===== config.mk =====
export PLATFORM = sky130hd
export DESIGN_NAME = button_conditioner
export DESIGN_NICKNAME = d
export VERILOG_FILES = /design/src/rtl/button_conditioner.sv
export SDC_FILE = /design/constraint.sdc
export NUM_CORES = 1
export LEC_CHECK = 0
export ABC_AREA = 1
export BUFFER_PORTS_ARGS = -buffer_cell sky130_fd_sc_hd__buf_2
export CAP_MARGIN = 20
export CELL_PAD_IN_SITES_DETAIL_PLACEMENT = 0
export CELL_PAD_IN_SITES_GLOBAL_PLACEMENT = 2
export CORE_MARGIN = 4
export CORE_UTILIZATION = 37
export DETAILED_ROUTE_END_ITERATION = 10
export PLACE_DENSITY = 0.83
export RECOVER_POWER = 50
export SYNTH_ARGS = -nofsm -noshare
export SYNTH_HDL_FRONTEND = slang
export SYNTH_SLANG_ARGS = --single-unit

===== constraint.sdc =====
create_clock -name clk_i -period 4.45 [get_ports clk_i]
set_clock_uncertainty 0.15 [all_clocks]
set_input_delay 0.89 -clock clk_i [delete_from_list [all_inputs] [get_ports clk_i]]
set_output_delay 0.89 -clock clk_i [all_outputs]
set_load 0.01 [all_outputs]

===== src/rtl/button_conditioner.sv =====
// Push-button conditioner: 2-flop synchroniser plus a per-button debounce/hold FSM
// producing a clean level, press/release/long pulses and a press-driven toggle.
module button_conditioner #(
    parameter int unsigned N_BTN           = 2,
    parameter bit          ACTIVE_LOW      = 1'b1,
    parameter int unsigned DEBOUNCE_CYCLES = 500_000,
    parameter int unsigned HOLD_CYCLES     = 50_000_000
) (
    input  logic             clk_i,
    input  logic             reset_i,
    input  logic [N_BTN-1:0] btn_raw_i,
    output logic [N_BTN-1:0] btn_level_o,
    output logic [N_BTN-1:0] btn_press_o,
    output logic [N_BTN-1:0] btn_release_o,
    output logic [N_BTN-1:0] btn_long_o,
    output logic [N_BTN-1:0] btn_toggle_o
);

    localparam int unsigned DcntW = $clog2(DEBOUNCE_CYCLES);
    localparam int unsigned HcntW = $clog2(HOLD_CYCLES);
    localparam logic [DcntW-1:0] DcntMax = DcntW'(DEBOUNCE_CYCLES - 1);
    localparam logic [HcntW-1:0] HcntMax = HcntW'(HOLD_CYCLES - 1);

    typedef enum logic [2:0] {
        StIdle,
        StDbPress,
        StPressed,
        StHeld,
        StDbRelease
    } state_e;

    logic [N_BTN-1:0] s1_q, s2_q;

    // Polarity is normalised before the synchroniser so 1 always means pressed.
    always_ff @(posedge clk_i) begin
        if (reset_i) begin
            s1_q <= '0;
            s2_q <= '0;
        end else begin
            s1_q <= btn_raw_i ^ {N_BTN{ACTIVE_LOW}};
            s2_q <= s1_q;
        end
    end

    for (genvar gi = 0; gi < N_BTN; gi++) begin : g_btn
        state_e           state_q, state_d;
        logic [DcntW-1:0] dcnt_q, dcnt_d;
        logic [HcntW-1:0] hcnt_q, hcnt_d;
        logic             from_held_q, from_held_d;
        logic             level_q, level_d;
        logic             press_q, press_d;
        logic             release_q, release_d;
        logic             long_q, long_d;
        logic             toggle_q, toggle_d;
        logic             s2;

        assign s2 = s2_q[gi];

        always_comb begin
            state_d     = state_q;
            dcnt_d      = dcnt_q;
            hcnt_d      = hcnt_q;
            from_held_d = from_held_q;
            level_d     = level_q;
            press_d     = 1'b0;
            release_d   = 1'b0;
            long_d      = 1'b0;
            toggle_d    = toggle_q;
            unique case (state_q)
                StIdle: begin
                    if (s2) begin
                        state_d = StDbPress;
                        dcnt_d  = '0;
                    end
                end
                StDbPress: begin
                    if (!s2) begin
                        state_d = StIdle;
                    end else if (dcnt_q == DcntMax) begin
                        state_d  = StPressed;
                        press_d  = 1'b1;
                        level_d  = 1'b1;
                        hcnt_d   = '0;
                        toggle_d = ~toggle_q;
                    end else begin
                        dcnt_d = dcnt_q + DcntW'(1);
                    end
                end
                StPressed: begin
                    if (!s2) begin
                        state_d     = StDbRelease;
                        dcnt_d      = '0;
                        from_held_d = 1'b0;
                    end else if (hcnt_q == HcntMax) begin
                        state_d = StHeld;
                        long_d  = 1'b1;
                    end else begin
                        hcnt_d = hcnt_q + HcntW'(1);
                    end
                end
                StHeld: begin
                    if (!s2) begin
                        state_d     = StDbRelease;
                        dcnt_d      = '0;
                        from_held_d = 1'b1;
                    end
                end
                StDbRelease: begin
                    // A release bounce resumes where it left off; hcnt is untouched.
                    if (s2) begin
                        state_d = from_held_q ? StHeld : StPressed;
                    end else if (dcnt_q == DcntMax) begin
                        state_d   = StIdle;
                        release_d = 1'b1;
                        level_d   = 1'b0;
                    end else begin
                        dcnt_d = dcnt_q + DcntW'(1);
                    end
                end
                default: state_d = StIdle;
            endcase
        end

        always_ff @(posedge clk_i) begin
            if (reset_i) begin
                state_q     <= StIdle;
                dcnt_q      <= '0;
                hcnt_q      <= '0;
                from_held_q <= 1'b0;
                level_q     <= 1'b0;
                press_q     <= 1'b0;
                release_q   <= 1'b0;
                long_q      <= 1'b0;
                toggle_q    <= 1'b0;
            end else begin
                state_q     <= state_d;
                dcnt_q      <= dcnt_d;
                hcnt_q      <= hcnt_d;
                from_held_q <= from_held_d;
                level_q     <= level_d;
                press_q     <= press_d;
                release_q   <= release_d;
                long_q      <= long_d;
                toggle_q    <= toggle_d;
            end
        end

        assign btn_level_o[gi]   = level_q;
        assign btn_press_o[gi]   = press_q;
        assign btn_release_o[gi] = release_q;
        assign btn_long_o[gi]    = long_q;
        assign btn_toggle_o[gi]  = toggle_q;
    end

endmodule

==> results of run 1 <==
[kinds of logic (layout without fill, tap and decap cells)]
family,Yosys count,count (layout)
simple gates,830,830
buf+inv,219,204
flops,112,112
compound gates,88,88
xor+xnor,19,19
fa+ha+maj,4,4
[synth_stat cells (all sizes together)]
cell      n  area share (%)
nor4      2            0.16
xor2     12             1.4
ha        4            0.66
and2      2            0.16
o21ai    26             1.7
o21bai    3            0.30
nand3b    4            0.39
o211ai    1           0.099
clkbuf   13            0.66
a31o      1            0.12
nor3b     7            0.69
o21a      1           0.099
a21o      1           0.099
dfxtp   112              29
inv     170             8.4
clkinv    3            0.15
nor2    218              12
and3      1           0.082
nand3   166              11
buf      33             3.2
a21oi    53             4.0
xnor2     7            0.81
a31oi     1           0.082
nand4    29             2.6
a221oi    1            0.12
nand2   374              20
nor3     25             1.7
or2       2            0.16
[power by group through the flow]
stage,clock (mW),combinational [mW],sequential [mW]
2_1_floorplan,0,0.643,1.09
3_3_place_gp,0,0.787,1.10
3_5_place_dp,0,0.779,1.10
4_1_cts,0.944,0.783,1.07
5_1_grt,0.972,0.848,1.08
6_report,0.903,0.739,1.07
[worst paths after layout]
path | startpoint | endpoint | slack (ns)
max | reset_i | g_btn[1].dcnt_q[10] | 1.19
min | s1_q[1] | s2_q[1] | 0.26
max reg2reg | g_btn[0].state_q[2] | g_btn[0].dcnt_q[9] | 1.53
min reg2reg | s1_q[1] | s2_q[1] | 0.26
[per-layer routing]
layer	track usage [%]	wire (um)	part of all wire [%]
met3	2.723	418	2.0
met1	26.08	10610	52
met2	29.67	9211	45
met4	4.669	251	1.2
met5	0	0	0
[layout make-up]
type                    instances  area, um2
flip-flops and latches        112       2242
repair buffers                 15      63.81
multi-input cells             941       4394
clock buffers                   9      225.2
inverters                     173      649.4
clock inverters                 7      93.84
fillers                      2281      12230
well taps                     270      337.8
[worst max-delay path: cells and delay by family]
kind	cells	cell delay [ns]
AO/OA/AOI/OAI	2	0.61
buffers and inverters	2	1.79
AND/OR/NAND/NOR	1	0.06
==> impl_metrics.env, run 1 <==
export IMPL_status="complete, no violations"
export IMPL_critical_path_cell_chain="clkbuf_1 > clkbuf_2 > a21oi_1 > o21ai_1 > nor2_1"
export IMPL_startpoint_type="primary input"
export IMPL_hold_buffers=0
export IMPL_p_leak_nw=3.042
export IMPL_clock_latency_ns=0.36
export IMPL_pre_cts_ws_ns=1.827
export IMPL_synth_warnings=0
export IMPL_grt_pass1_vias=6667
export IMPL_layout_common_cells="nand2_1, nor2_1, nand3_1, inv_1, dfxtp_1"
export IMPL_p_seq_share_pct=39.5
export IMPL_p_total_mw=2.715
export IMPL_slew_limit_headroom_pct=21.84
export IMPL_comb_power_share_pct=27.2
export IMPL_finalCritPeriodShare_pct=73.15
export IMPL_hp_class="flip-flop to flip-flop"
export IMPL_power_density_mw_per_mm2=339.1
export IMPL_cp_max_fo=42
export IMPL_start_util_pct=37.58
export IMPL_grt_setup_unrepaired="false"
export IMPL_syn_area_mm2=0.007604
export IMPL_grt_pass1_wl_um=34420
export IMPL_cts_max_level=3
export IMPL_top_register="g_btn.hcnt_q"
export IMPL_gp_congestion=0.8056
export IMPL_ir_drop_mv=0.1580
export IMPL_ys_seq_area_share_pct=29.49
export IMPL_maxSlewViolCount=0
export IMPL_die_h_um=151.4
export IMPL_insertedDiodeCount=0
export IMPL_place_area_mm2=0.007727
export IMPL_final_common_cell="nand2_1"
export IMPL_totalWireLength_um=20490
export IMPL_post_route_min_period_ns=3.255
export IMPL_stdcell_count=1527
export IMPL_clock_power_share_pct=33.3
export IMPL_final_util_pct=39.57
export IMPL_syn_area_per_cell_um2=5.978
export IMPL_setup_viol=0
export IMPL_yosysUniqueCellTypes=43
export IMPL_numClockSinks=112
export IMPL_initialDrtViolationCount=332
export IMPL_final_nets=1260
export IMPL_core_area_mm2=0.02023
export IMPL_cp_slowest_cell="clkbuf_2"
export IMPL_synth_xor_area_share_pct=2.189
export IMPL_timing_final_ws_setup_ns=1.195
export IMPL_path_class="primary input to flip-flop"
export IMPL_portBuffers=13
export IMPL_ant_nets=0
export IMPL_cap_violations=0
export IMPL_cts_buffers=9
export IMPL_dr_pass1_iters=5
export IMPL_hold_depth=2
export IMPL_syn2layout_area_growth_pct=5.299
export IMPL_reg_top3="g_btn.hcnt_q: 52 flops, g_btn.dcnt_q: 38 flops, g_btn.state_q: 6 flops"
export IMPL_postSynthCellCount=1272
export IMPL_overflow=0
export IMPL_synth_seq_cells=112
export IMPL_arrival_ns=3.37
export IMPL_switching_power_mw=1.031
export IMPL_drive_above_1_share_pct=6.842
export IMPL_root_buffer="clkbuf_16"
export IMPL_slowest_delay_ns=0.95
export IMPL_cts_tree="yes"
export IMPL_synth_net_count=1280
export IMPL_critPathCaptureType="flip-flop"
export IMPL_grt_start_max_net_pins=43
export IMPL_dp_final_hpwl_um=14430
export IMPL_clkSlewWorstSetupHoldPaths_ns=0.08
export IMPL_placedCellCount=1511
export IMPL_synthSimpleGateAreaFrac_pct=48.61
export IMPL_die_area_mm2=0.02291
export IMPL_die_x_um=151.4
export IMPL_via_count=7322
export IMPL_wire_per_inst_um=13.42
export IMPL_worst_pin_slew_ns=1.172
export IMPL_holdWs_ns=0.2587
export IMPL_synth_compound_area_share_pct=6.648
export IMPL_power_internal_mw=1.684
export IMPL_crit_required_ns=4.56
export IMPL_synth_top_family_by_area="simple AND/OR/NAND/NOR gates"
export IMPL_p_sw_share_pct=37.96
export IMPL_grt_use_total_pct=18.52
export IMPL_rows=52
export IMPL_avgViaCountPerCell=4.795
export IMPL_io_pin_count=14
export IMPL_clockBufferDepth=2
export IMPL_largest_register_ffs=52
export IMPL_hold_viol=0
export IMPL_antenna_found_initial=0
export IMPL_fin_tns_setup_ns=0
export IMPL_fmax_mhz=307.2
export IMPL_yosys_area_share_adder_pct=0.6582
export IMPL_drc=0
export IMPL_synthMuxAreaShare_pct=0
export IMPL_fin_area_mm2=0.008006
export IMPL_cts_resized=0
export IMPL_postCtsSetupBuffers=0
export IMPL_r2r_cells=13
No activity file was read; power rests on OpenSTA's default activity.
==> run 2, diff against run 1 <==
- ABC_AREA: 1 -> 0
- CORE_UTILIZATION: 37 -> 34
- PLACE_DENSITY: 0.83 -> 0.72
- clock period: 4.45 -> 2.85 ns (I/O delays scaled with it)
==> impl_metrics.env, run 2 <==
export IMPL_insertedDiodeCount=0
export IMPL_finalCritPeriodShare_pct=89.18
export IMPL_top_usage_layer="met2"
export IMPL_cts_max_level=3
export IMPL_synthMuxAreaShare_pct=1.048
export IMPL_path_class="flip-flop to flip-flop"
export IMPL_grt_pass1_vias=4957
export IMPL_worst_pin_slew_ns=1.475
export IMPL_cp_top_family="simple AND/OR/NAND/NOR gates"
export IMPL_clock_latency_ns=0.35
export IMPL_synth_edff_count=0
export IMPL_core_area_mm2=0.01670
export IMPL_synth_seq_cells=112
export IMPL_fmax_mhz=393.5
export IMPL_grt_use_total_pct=15.60
export IMPL_syn_area_per_cell_um2=8.015
export IMPL_dr_pass1_iters=4
export IMPL_synth_top_cells_by_count="dfxtp_1, nor2_1, nand2_1"
export IMPL_startpoint_type="flip-flop"
export IMPL_antenna_found_initial=0
export IMPL_p_leak_nw=2.068
export IMPL_synth_top_family_by_area="simple AND/OR/NAND/NOR gates"
export IMPL_layout_common_cells="dfxtp_1, nor2_1, nand2_1, a21oi_1, o21ai_0"
export IMPL_hold_buffers=0
export IMPL_cts_resized=0
export IMPL_top_register="g_btn.hcnt_q"
export IMPL_critPathCaptureType="flip-flop"
export IMPL_yosys_area_top_type="dfxtp_1"
export IMPL_met2_usage_pct=25.19
export IMPL_yosysUniqueCellTypes=75
export IMPL_async_flop_share_pct=0
export IMPL_synth_compound_area_share_pct=18.56
export IMPL_syn_area_mm2=0.005851
export IMPL_use_met1_pct=20.81
export IMPL_ys_seq_area_share_pct=38.32
export IMPL_crit_required_ns=2.98
export IMPL_die_x_um=139.2
export IMPL_reg_top3="g_btn.hcnt_q: 52 flops, g_btn.dcnt_q: 38 flops, g_btn.state_q: 6 flops"
export IMPL_initialDrtViolationCount=311
export IMPL_cts_buffers=9
export IMPL_drive_above_1_share_pct=8.266
export IMPL_root_buffer="clkbuf_16"
export IMPL_die_h_um=139.2
export IMPL_clkSlewWorstSetupHoldPaths_ns=0.07
export IMPL_final_nets=741
export IMPL_avgViaCountPerCell=5.446
export IMPL_wire_per_inst_um=15.45
export IMPL_post_route_min_period_ns=2.542
export IMPL_rows=47
export IMPL_synth_area_top_cells="dfxtp_1, nor2_1, a21oi_1"
export IMPL_power_density_mw_per_mm2=455.0
export IMPL_synth_warnings=0
export IMPL_final_common_cell="dfxtp_1"
export IMPL_ant_nets=0
export IMPL_drc=0
export IMPL_synth_net_count=738
export IMPL_synth_top_area_share_pct=38.32
export IMPL_ir_drop_mv=0.3225
export IMPL_grt_start_max_net_pins=28
export IMPL_critical_path_cell_chain="ha_1 > nand2_1 > or2_2 > or3_1 > nor2b_1 > a41oi_1 > a31oi_1"
export IMPL_synth_flop_cell="dfxtp_1"
export IMPL_portBuffers=13
export IMPL_worst_path_buf_inv=0
export IMPL_setup_viol=0
export IMPL_maxSlewViolCount=0
export IMPL_totalWireLength_um=14800
export IMPL_cp_slowest_cell="nor2b_1"
export IMPL_slowest_delay_ns=0.82
export IMPL_largest_register_ffs=52
export IMPL_overflow=0
export IMPL_hold_viol=0
export IMPL_arrival_ns=2.67
export IMPL_fin_tns_setup_ns=0
export IMPL_cts_tree="yes"
export IMPL_dp_final_hpwl_um=10370
export IMPL_slew_limit_headroom_pct=1.655
export IMPL_syn2layout_area_growth_pct=8.747
export IMPL_grt_pass1_wl_um=25220
export IMPL_numClockSinks=112
export IMPL_cp_max_fo=13
export IMPL_synth_xor_area_share_pct=5.389
export IMPL_start_util_pct=35.03
export IMPL_p_total_mw=2.895
export IMPL_yosysMostFrequentCell="dfxtp_1"
export IMPL_io_pin_count=14
export IMPL_grtUsageMet3_pct=3.552
export IMPL_hp_class="primary input to flip-flop"
export IMPL_synthSimpleGateAreaFrac_pct=31.14
export IMPL_via_count=5217
export IMPL_postSynthCellCount=730
export IMPL_yosys_area_share_adder_pct=0.8554
export IMPL_clockBufferDepth=2
export IMPL_status="complete, no violations"
export IMPL_postCtsSetupBuffers=0
export IMPL_gp_congestion=0.8120
export IMPL_grt_setup_unrepaired="false"
export IMPL_die_area_mm2=0.01937
export IMPL_cap_violations=0
[run 2: cell types whose count changed after synthesis, sizes merged, moves of 9 or more]
cell,before,now
nor4,2,16
inv,170,13
o21ai,26,50
xnor2,7,24
nor3,25,15
nand2,374,66
a31oi,1,24
a311oi,0,9
and3,1,17
buf,33,23
nand3,166,42
nand2b,0,10
nor2,218,96
[run 2: cells by family after synthesis]
group,count (synthesis)
simple gates,344
compound gates,172
flops,112
buf+inv,56
xor+xnor,36
mux,6
fa+ha+maj,4
[run 2: power breakdown]
part / switching (mW) / internal (mW)
Combinational: 0.0856 / 0.0406
Sequential: 0.00948 / 1.57
Clock: 0.577 / 0.613
Total: 0.672 / 2.22
[run 2: routing by layer]
metal | up-vias | wire (um) | share of wire [%]
met4 | 0 | 166 | 1.1
met5 | - | 0 | 0
met3 | 17 | 506 | 3.4
met2 | 67 | 6937 | 47
met1 | 2481 | 7193 | 49
li1 | 2652 | - | -
[run 2: worst paths after layout]
path / from / to / slack (ns) / cells after the start
worst max-delay path: g_btn[0].hcnt_q[0] / g_btn[0].hcnt_q[24] / 0.31 / 7
worst min-delay path: btn_raw_i[1] / s1_q[1] / 0.21 / 2
worst max register to register: g_btn[0].hcnt_q[0] / g_btn[0].hcnt_q[24] / 0.31 / 7
worst min register to register: s1_q[1] / s2_q[1] / 0.31 / 1
[run 2: final cells by class]
cell class / instances / area (um2)
tap: 220 / 275.3
multi-input combinational: 562 / 3331
clock inverter: 4 / 20.02
sequential: 112 / 2242
fill: 1792 / 10340
timing repair buffer: 35 / 198.9
clock buffer: 12 / 246.5
inverter: 13 / 48.80
[run 2: through the flow]
step	std cells	setup WS [ns]	hold WS (ns)	util [%]	cell area (um2)
after floorplan	730	0.6614	0.2638	-	5851
after global placement	942	0.2269	0.2847	36.71	6131
after detailed placement	942	0.1580	0.2787	36.71	6131
after CTS	958	0.1447	0.1982	38.31	6397
after global routing	958	0.02107	0.2055	38.10	6362
final	958	0.3085	0.2144	38.10	6362
[run 2: worst reg2reg max path: cells and delay by family (launching register included)]
family	cells	cell delay, ns
AO/OA/AOI/OAI	2	0.40
adder cells (fa/ha/maj)	1	0.26
flip-flops	1	0.35
AND/OR/NAND/NOR	4	1.30
